`config.mk`:
```
export PLATFORM = sky130hd
export DESIGN_NAME = flash_read_arbiter
export DESIGN_NICKNAME = d
export VERILOG_FILES = /design/src/rtl/flash_read_arbiter.sv
export SDC_FILE = /design/constraint.sdc
export NUM_CORES = 1
export LEC_CHECK = 0
export ABC_AREA = 1
export BUFFER_PORTS_ARGS = -buffer_cell sky130_fd_sc_hd__buf_2
export CORE_MARGIN = 2
export CORE_UTILIZATION = 35
export DETAILED_ROUTE_END_ITERATION = 12
export SYNTH_ARGS = -nofsm -noshare
export SYNTH_HDL_FRONTEND = slang
export SYNTH_SLANG_ARGS = --single-unit
```
`constraint.sdc`:
```
create_clock -name clk -period 1.9 [get_ports clk]
set_input_delay 0.285 -clock clk [delete_from_list [all_inputs] [get_ports clk]]
set_output_delay 0.285 -clock clk [all_outputs]
set_load 0.02 [all_outputs]
```
`src/rtl/flash_read_arbiter.sv`:
```
// flash_read_arbiter: shares one SPI flash read engine between two requesters.
// Each grant issues one read command; returned bytes go only to the granted
// requester, which gets a done pulse when the reader reports ready again.
//
// Request handshake: a requester raises valid with addr/count and holds all three
// stable until it sees a 1-cycle ack; valid may drop the cycle after ack. ack,
// dvld and done are single-cycle pulses and are only ever raised to the granted
// requester.
module flash_read_arbiter #(
  parameter int CNT_W      = 14,
  parameter bit FIXED_PRIO = 1'b0
) (
  input  logic             clk,
  input  logic             reset,
  input  logic             req0_valid,
  input  logic [23:0]      req0_addr,
  input  logic [CNT_W-1:0] req0_count,
  output logic             req0_ack,
  output logic [7:0]       req0_data,
  output logic             req0_dvld,
  output logic             req0_done,
  input  logic             req1_valid,
  input  logic [23:0]      req1_addr,
  input  logic [CNT_W-1:0] req1_count,
  output logic             req1_ack,
  output logic [7:0]       req1_data,
  output logic             req1_dvld,
  output logic             req1_done,
  output logic [23:0]      fl_addr,
  output logic [CNT_W-1:0] fl_count,
  output logic             fl_start,
  input  logic             fl_rdy,
  input  logic [7:0]       fl_data,
  input  logic             fl_data_rdy,
  output logic [2:0]       dbg_state
);

  typedef enum logic [2:0] {
    S_IDLE   = 3'd0,
    S_LATCH  = 3'd1,
    S_START  = 3'd2,
    S_WAITLO = 3'd3,
    S_BUSY   = 3'd4,
    S_ZERO   = 3'd5
  } state_t;

  localparam logic [CNT_W:0] BYTE_ONE = {{CNT_W{1'b0}}, 1'b1};

  state_t           state_q, state_d;
  logic             gnt_q, gnt_d;        // granted requester: 0 = req0, 1 = req1
  logic             ptr_q, ptr_d;        // requester preferred on a round-robin tie
  logic [23:0]      fl_addr_q, fl_addr_d;
  logic [CNT_W-1:0] fl_count_q, fl_count_d;
  logic             fl_start_q, fl_start_d;
  logic [1:0]       ack_q, ack_d;
  logic [1:0]       done_q, done_d;
  logic [1:0]       dvld_q, dvld_d;
  logic [7:0]       data0_q, data0_d;
  logic [7:0]       data1_q, data1_d;
  logic [CNT_W:0]   byte_cnt_q, byte_cnt_d;
  logic             pick1;
  logic             byte_room;

  // Next-state, arbitration and registered-output values.
  always_comb begin
    state_d    = state_q;
    gnt_d      = gnt_q;
    ptr_d      = ptr_q;
    fl_addr_d  = fl_addr_q;
    fl_count_d = fl_count_q;
    fl_start_d = 1'b0;
    ack_d      = 2'b00;
    done_d     = 2'b00;
    dvld_d     = 2'b00;
    data0_d    = data0_q;
    data1_d    = data1_q;
    byte_cnt_d = byte_cnt_q;
    // A lone valid always wins; on a tie fixed priority favours req0,
    // round-robin favours whoever the pointer names.
    pick1      = req1_valid && (!req0_valid || (!FIXED_PRIO && ptr_q));
    // Bytes beyond the commanded count are dropped rather than forwarded.
    byte_room  = byte_cnt_q < {1'b0, fl_count_q};
    case (state_q)
      S_IDLE: begin
        if (fl_rdy && (req0_valid || req1_valid)) begin
          gnt_d      = pick1;
          fl_addr_d  = pick1 ? req1_addr : req0_addr;
          fl_count_d = pick1 ? req1_count : req0_count;
          byte_cnt_d = '0;
          state_d    = S_LATCH;
        end
      end
      S_LATCH: begin
        ack_d[gnt_q] = 1'b1;
        // A zero-length read would hang the reader, so it never sees one.
        if (fl_count_q == '0) begin
          state_d = S_ZERO;
        end else begin
          fl_start_d = 1'b1;
          state_d    = S_START;
        end
      end
      S_START: begin
        state_d = S_WAITLO;
      end
      S_WAITLO: begin
        if (!fl_rdy) begin
          state_d = S_BUSY;
        end
      end
      S_BUSY: begin
        if (fl_data_rdy && byte_room) begin
          if (gnt_q) begin
            data1_d = fl_data;
          end else begin
            data0_d = fl_data;
          end
          dvld_d[gnt_q] = 1'b1;
          byte_cnt_d    = byte_cnt_q + BYTE_ONE;
        end
        if (fl_rdy) begin
          done_d[gnt_q] = 1'b1;
          ptr_d         = ~gnt_q;
          state_d       = S_IDLE;
        end
      end
      S_ZERO: begin
        done_d[gnt_q] = 1'b1;
        ptr_d         = ~gnt_q;
        state_d       = S_IDLE;
      end
      default: begin
        state_d = S_IDLE;
      end
    endcase
  end

  // State and output registers; reset abandons any grant without a done.
  always_ff @(posedge clk) begin
    if (reset) begin
      state_q    <= S_IDLE;
      gnt_q      <= 1'b0;
      ptr_q      <= 1'b0;
      fl_addr_q  <= '0;
      fl_count_q <= '0;
      fl_start_q <= 1'b0;
      ack_q      <= 2'b00;
      done_q     <= 2'b00;
      dvld_q     <= 2'b00;
      data0_q    <= 8'h00;
      data1_q    <= 8'h00;
      byte_cnt_q <= '0;
    end else begin
      state_q    <= state_d;
      gnt_q      <= gnt_d;
      ptr_q      <= ptr_d;
      fl_addr_q  <= fl_addr_d;
      fl_count_q <= fl_count_d;
      fl_start_q <= fl_start_d;
      ack_q      <= ack_d;
      done_q     <= done_d;
      dvld_q     <= dvld_d;
      data0_q    <= data0_d;
      data1_q    <= data1_d;
      byte_cnt_q <= byte_cnt_d;
    end
  end

  assign req0_ack  = ack_q[0];
  assign req1_ack  = ack_q[1];
  assign req0_done = done_q[0];
  assign req1_done = done_q[1];
  assign req0_dvld = dvld_q[0];
  assign req1_dvld = dvld_q[1];
  assign req0_data = data0_q;
  assign req1_data = data1_q;
  assign fl_addr   = fl_addr_q;
  assign fl_count  = fl_count_q;
  assign fl_start  = fl_start_q;
  assign dbg_state = state_q;

endmodule

```
==> results.cfg <==
[pwr]
swShare_pct = 36.5
max-vdd-ir-drop_v = 0.000583
p_int_mw = 3.58
p_seq_share_pct = 37.8
combPwrFrac_pct = 36.3
power_frac_clock_pct = 25.8
p_leak_nw = 2.58
p_per_area_mw_per_mm2 = 1050
power_switching_mw = 2.05

[clocking]
clk_pin_slew_ns = 0.08
clock-root-buffer = clkbuf_8
cts_num_sinks = 81
clockBufferDepth = 2
cts_tree = built
cts_htree_levels = 3
cts_buffers = 9
clk_latency_ns = 0.37

[critical_path]
cp_max_fo = 6
r2r_end = byte_cnt_q[3]
slowest_delay_ns = 0.35
crit_arrival_ns = 2.19
cp_cell_sequence = inv_2 -> ha_4 -> nand2_4 -> nor3_4 -> inv_1 -> nor2_2 -> nand2_2 -> nand4_4 -> nand2_4 -> buf_12 -> nand2_1 -> nand2_1 -> nor2_1
cp_data_required_time_ns = 2.21
path_class = reg2reg
crit_path_end_kind = register
r2r_start = fl_count[12]
start_kind = register
critPathSlowestCell = dfxtp_2
ff2ff_path_depth = 13
r2r_setup_slack_ns = 0.01

[layout]
fillers = 1125
antennaDiodeCount = 0
final_cell_area_sq_mm = 0.00538
area_delta_synth_final_pct = 36.8
nNetsFinal = 838
drive_gt1_share_pct = 32.2

[sta]
worst_hold_slack_ns = 0.152
final-max-slew-violation-count = 0
setup_slack_ns = 0.0126
clock_skew_ns = 0.00560
finalHoldViolCount = 0
rsz0062_at_grt = true
max_freq_mhz = 530
layout_min_cycle_time_ns = 1.89
tns_ns = 0
max_slew_margin_pct = 68.6
worst-slew-pin-transition_ns = 0.467
setup_viol = 0
finalCritPeriodShare_pct = 99.3

[global_route]
grtUsageTotal_pct = 21.1
grt_max_degree = 42
overflow = 0
grt_first_pass_wirelength_microns = 19700
grt_pass1_vias = 4193
antenna_found_initial = 0

[drt]
first_iter_violations = 250
drc = 0
viasPerCell = 4.94
via_count = 4333
drtAntennaViolNets = 0
wl_per_cell_microns = 14.1
wl_microns = 12400
drtPass1Iterations = 4

[die]
die_area_sq_mm = 0.0121
initial_core_util_pct = 36.1
core-area_sq_mm = 0.0109
num_rows = 38
pin_count = 154
dieWidth_microns = 110
fp.dieH_microns = 110

[synthesis]
syn_nets = 672
ys_warn_count = 0
yosysTopAreaCellShare_pct = 41.2
synthArstFlopShare_pct = 0
ys_seq_area_share_pct = 41.2
ys_types = 28
synth_commonest_cells = 108 x nand2_1, 90 x a21oi_1, 84 x nor2_1
synthTopCellsByArea = dfxtp_1 41%, a21oi_1 11%, nand2_1 10%, nor2_1 8.0%, o21ai_0 7.4%
synth_most_common_cell = nand2_1
avgSynthCellArea_sq_um = 6.92
netlist_area_sq_mm = 0.00393
syn_inst = 568
synth_top_cell_by_area = dfxtp_1
synth_ff_type = dfxtp_1
ys_ff_latch = 81
synth_edf_count = 0

[min_path]
holdCritStartpoint = req1_count[11]
hp-class = in2reg
hold_path_depth = 3
worstHoldEndpoint = fl_count[11]

[placed_design]
dp_hpwl_microns = 9000
dpl_cell_area_sq_mm = 0.00498
dp_slack_ns = 0.0283
place.gp.congestion = 0.830
port_buffers = 153

[flow_run]
maxCapViolCount = 0

[run_status]
status = complete, no violations
==> area by class of cell <==
cell class / instances / area [sq um] / area share, %
multi-input cells: 411 / 2080 / 38.7
clock buffers: 13 / 169 / 3.14
inverters: 48 / 188 / 3.49
flip-flops and latches: 81 / 1640 / 30.4
clock inverters: 2 / 60.1 / 1.12
repair buffers: 183 / 1070 / 19.9
well taps: 140 / 175 / 3.26
==> registers in the layout (all words and copies together), names as in the netlist <==
signal and count:
fl_addr 24, byte_cnt_q 15, fl_count 14, req0_data 8
req1_data 8, dbg_state 3, ack_q 2, done_q 2
dvld_q 2, fl_start 1, gnt_q 1, ptr_q 1
==> cells in the final DEF, fill, tap and decap left out, types with 4 or more instances in the layout <==
master,count
buf_2,153
nand2_1,103
a21oi_1,88
nor2_1,83
dfxtp_1,69
o21ai_0,51
inv_1,40
nand3_1,24
buf_4,23
ha_1,12
dfxtp_2,12
clkbuf_8,12
nor3_1,8
nand4_1,6
o21ai_1,6
inv_2,5
xor2_1,5
nand2_2,4
buf_12,4
==> per-layer routing <==
layer	part of all wire [%]	track usage [%]
met5	0	0
met4	2.6	8.77
met3	6.9	6.29
met2	48	35.7
met1	43	24.7
==> logic make-up (layout without fill, tap and decap cells) <==
kind of cell               Yosys count  after routing  share of synthesized area [%]
and+or+nand+nor                    237            237                           25.0
buffers and inverters               76            246                           7.83
xor gates and xnor gates             6              6                           1.34
AOI/OAI and AO/OA                  154            154                           20.1
DFF                                 81             81                           41.2
adders and majority gates           14             14                           4.46
==> timing repair <==
item | 4_1_cts | 5_1_grt
hold buffers | 0 | 0
buffers inserted | 0 | 3
endpoints found under the hold margin | 0 | 0
gates resized for setup | 0 | 42
setup endpoints to repair | 0 | 31
==> how the worst max path moves through the flow <==
stage            startpoint              to  slack, ns  cells past startpoint
2_1_floorplan  fl_count[10]   byte_cnt_q[8]       0.08                     12
3_3_place_gp   fl_count[12]   byte_cnt_q[0]       0.09                     12
3_5_place_dp    fl_count[6]   byte_cnt_q[1]       0.03                     11
4_1_cts         fl_count[6]   byte_cnt_q[1]      0.008                     11
5_1_grt        fl_count[12]  byte_cnt_q[12]      -0.09                     13
6_report       fl_count[12]   byte_cnt_q[3]       0.01                     13
==> power groups by stage <==
stage               sequential [mW]  clock [mW]  combinational, mW
floorplan                      2.39           0              0.935
global placement               2.14           0               1.82
detailed placement             2.14           0               1.85
CTS                            2.11        1.49               1.85
global route                   2.16        1.56               2.27
finish                         2.13        1.45               2.05
==> metrics by stage <==
stage,total power [mW],utilization [%],instances
finish,5.63,49.4,878
global route,5.99,49.4,878
CTS,5.46,47.9,874
detailed placement,3.99,45.7,859
global placement,3.96,45.7,859
floorplan,3.33,-,568
==> worst max-delay path: cells and delay by family (launching register included) <==
kind                     cells  cell delay, ns
AND/OR/NAND/NOR              9            0.90
flip-flops                   1            0.35
buffers and inverters        3            0.29
adder cells (fa/ha/maj)      1            0.27
(Power assumes the default switching activity.)
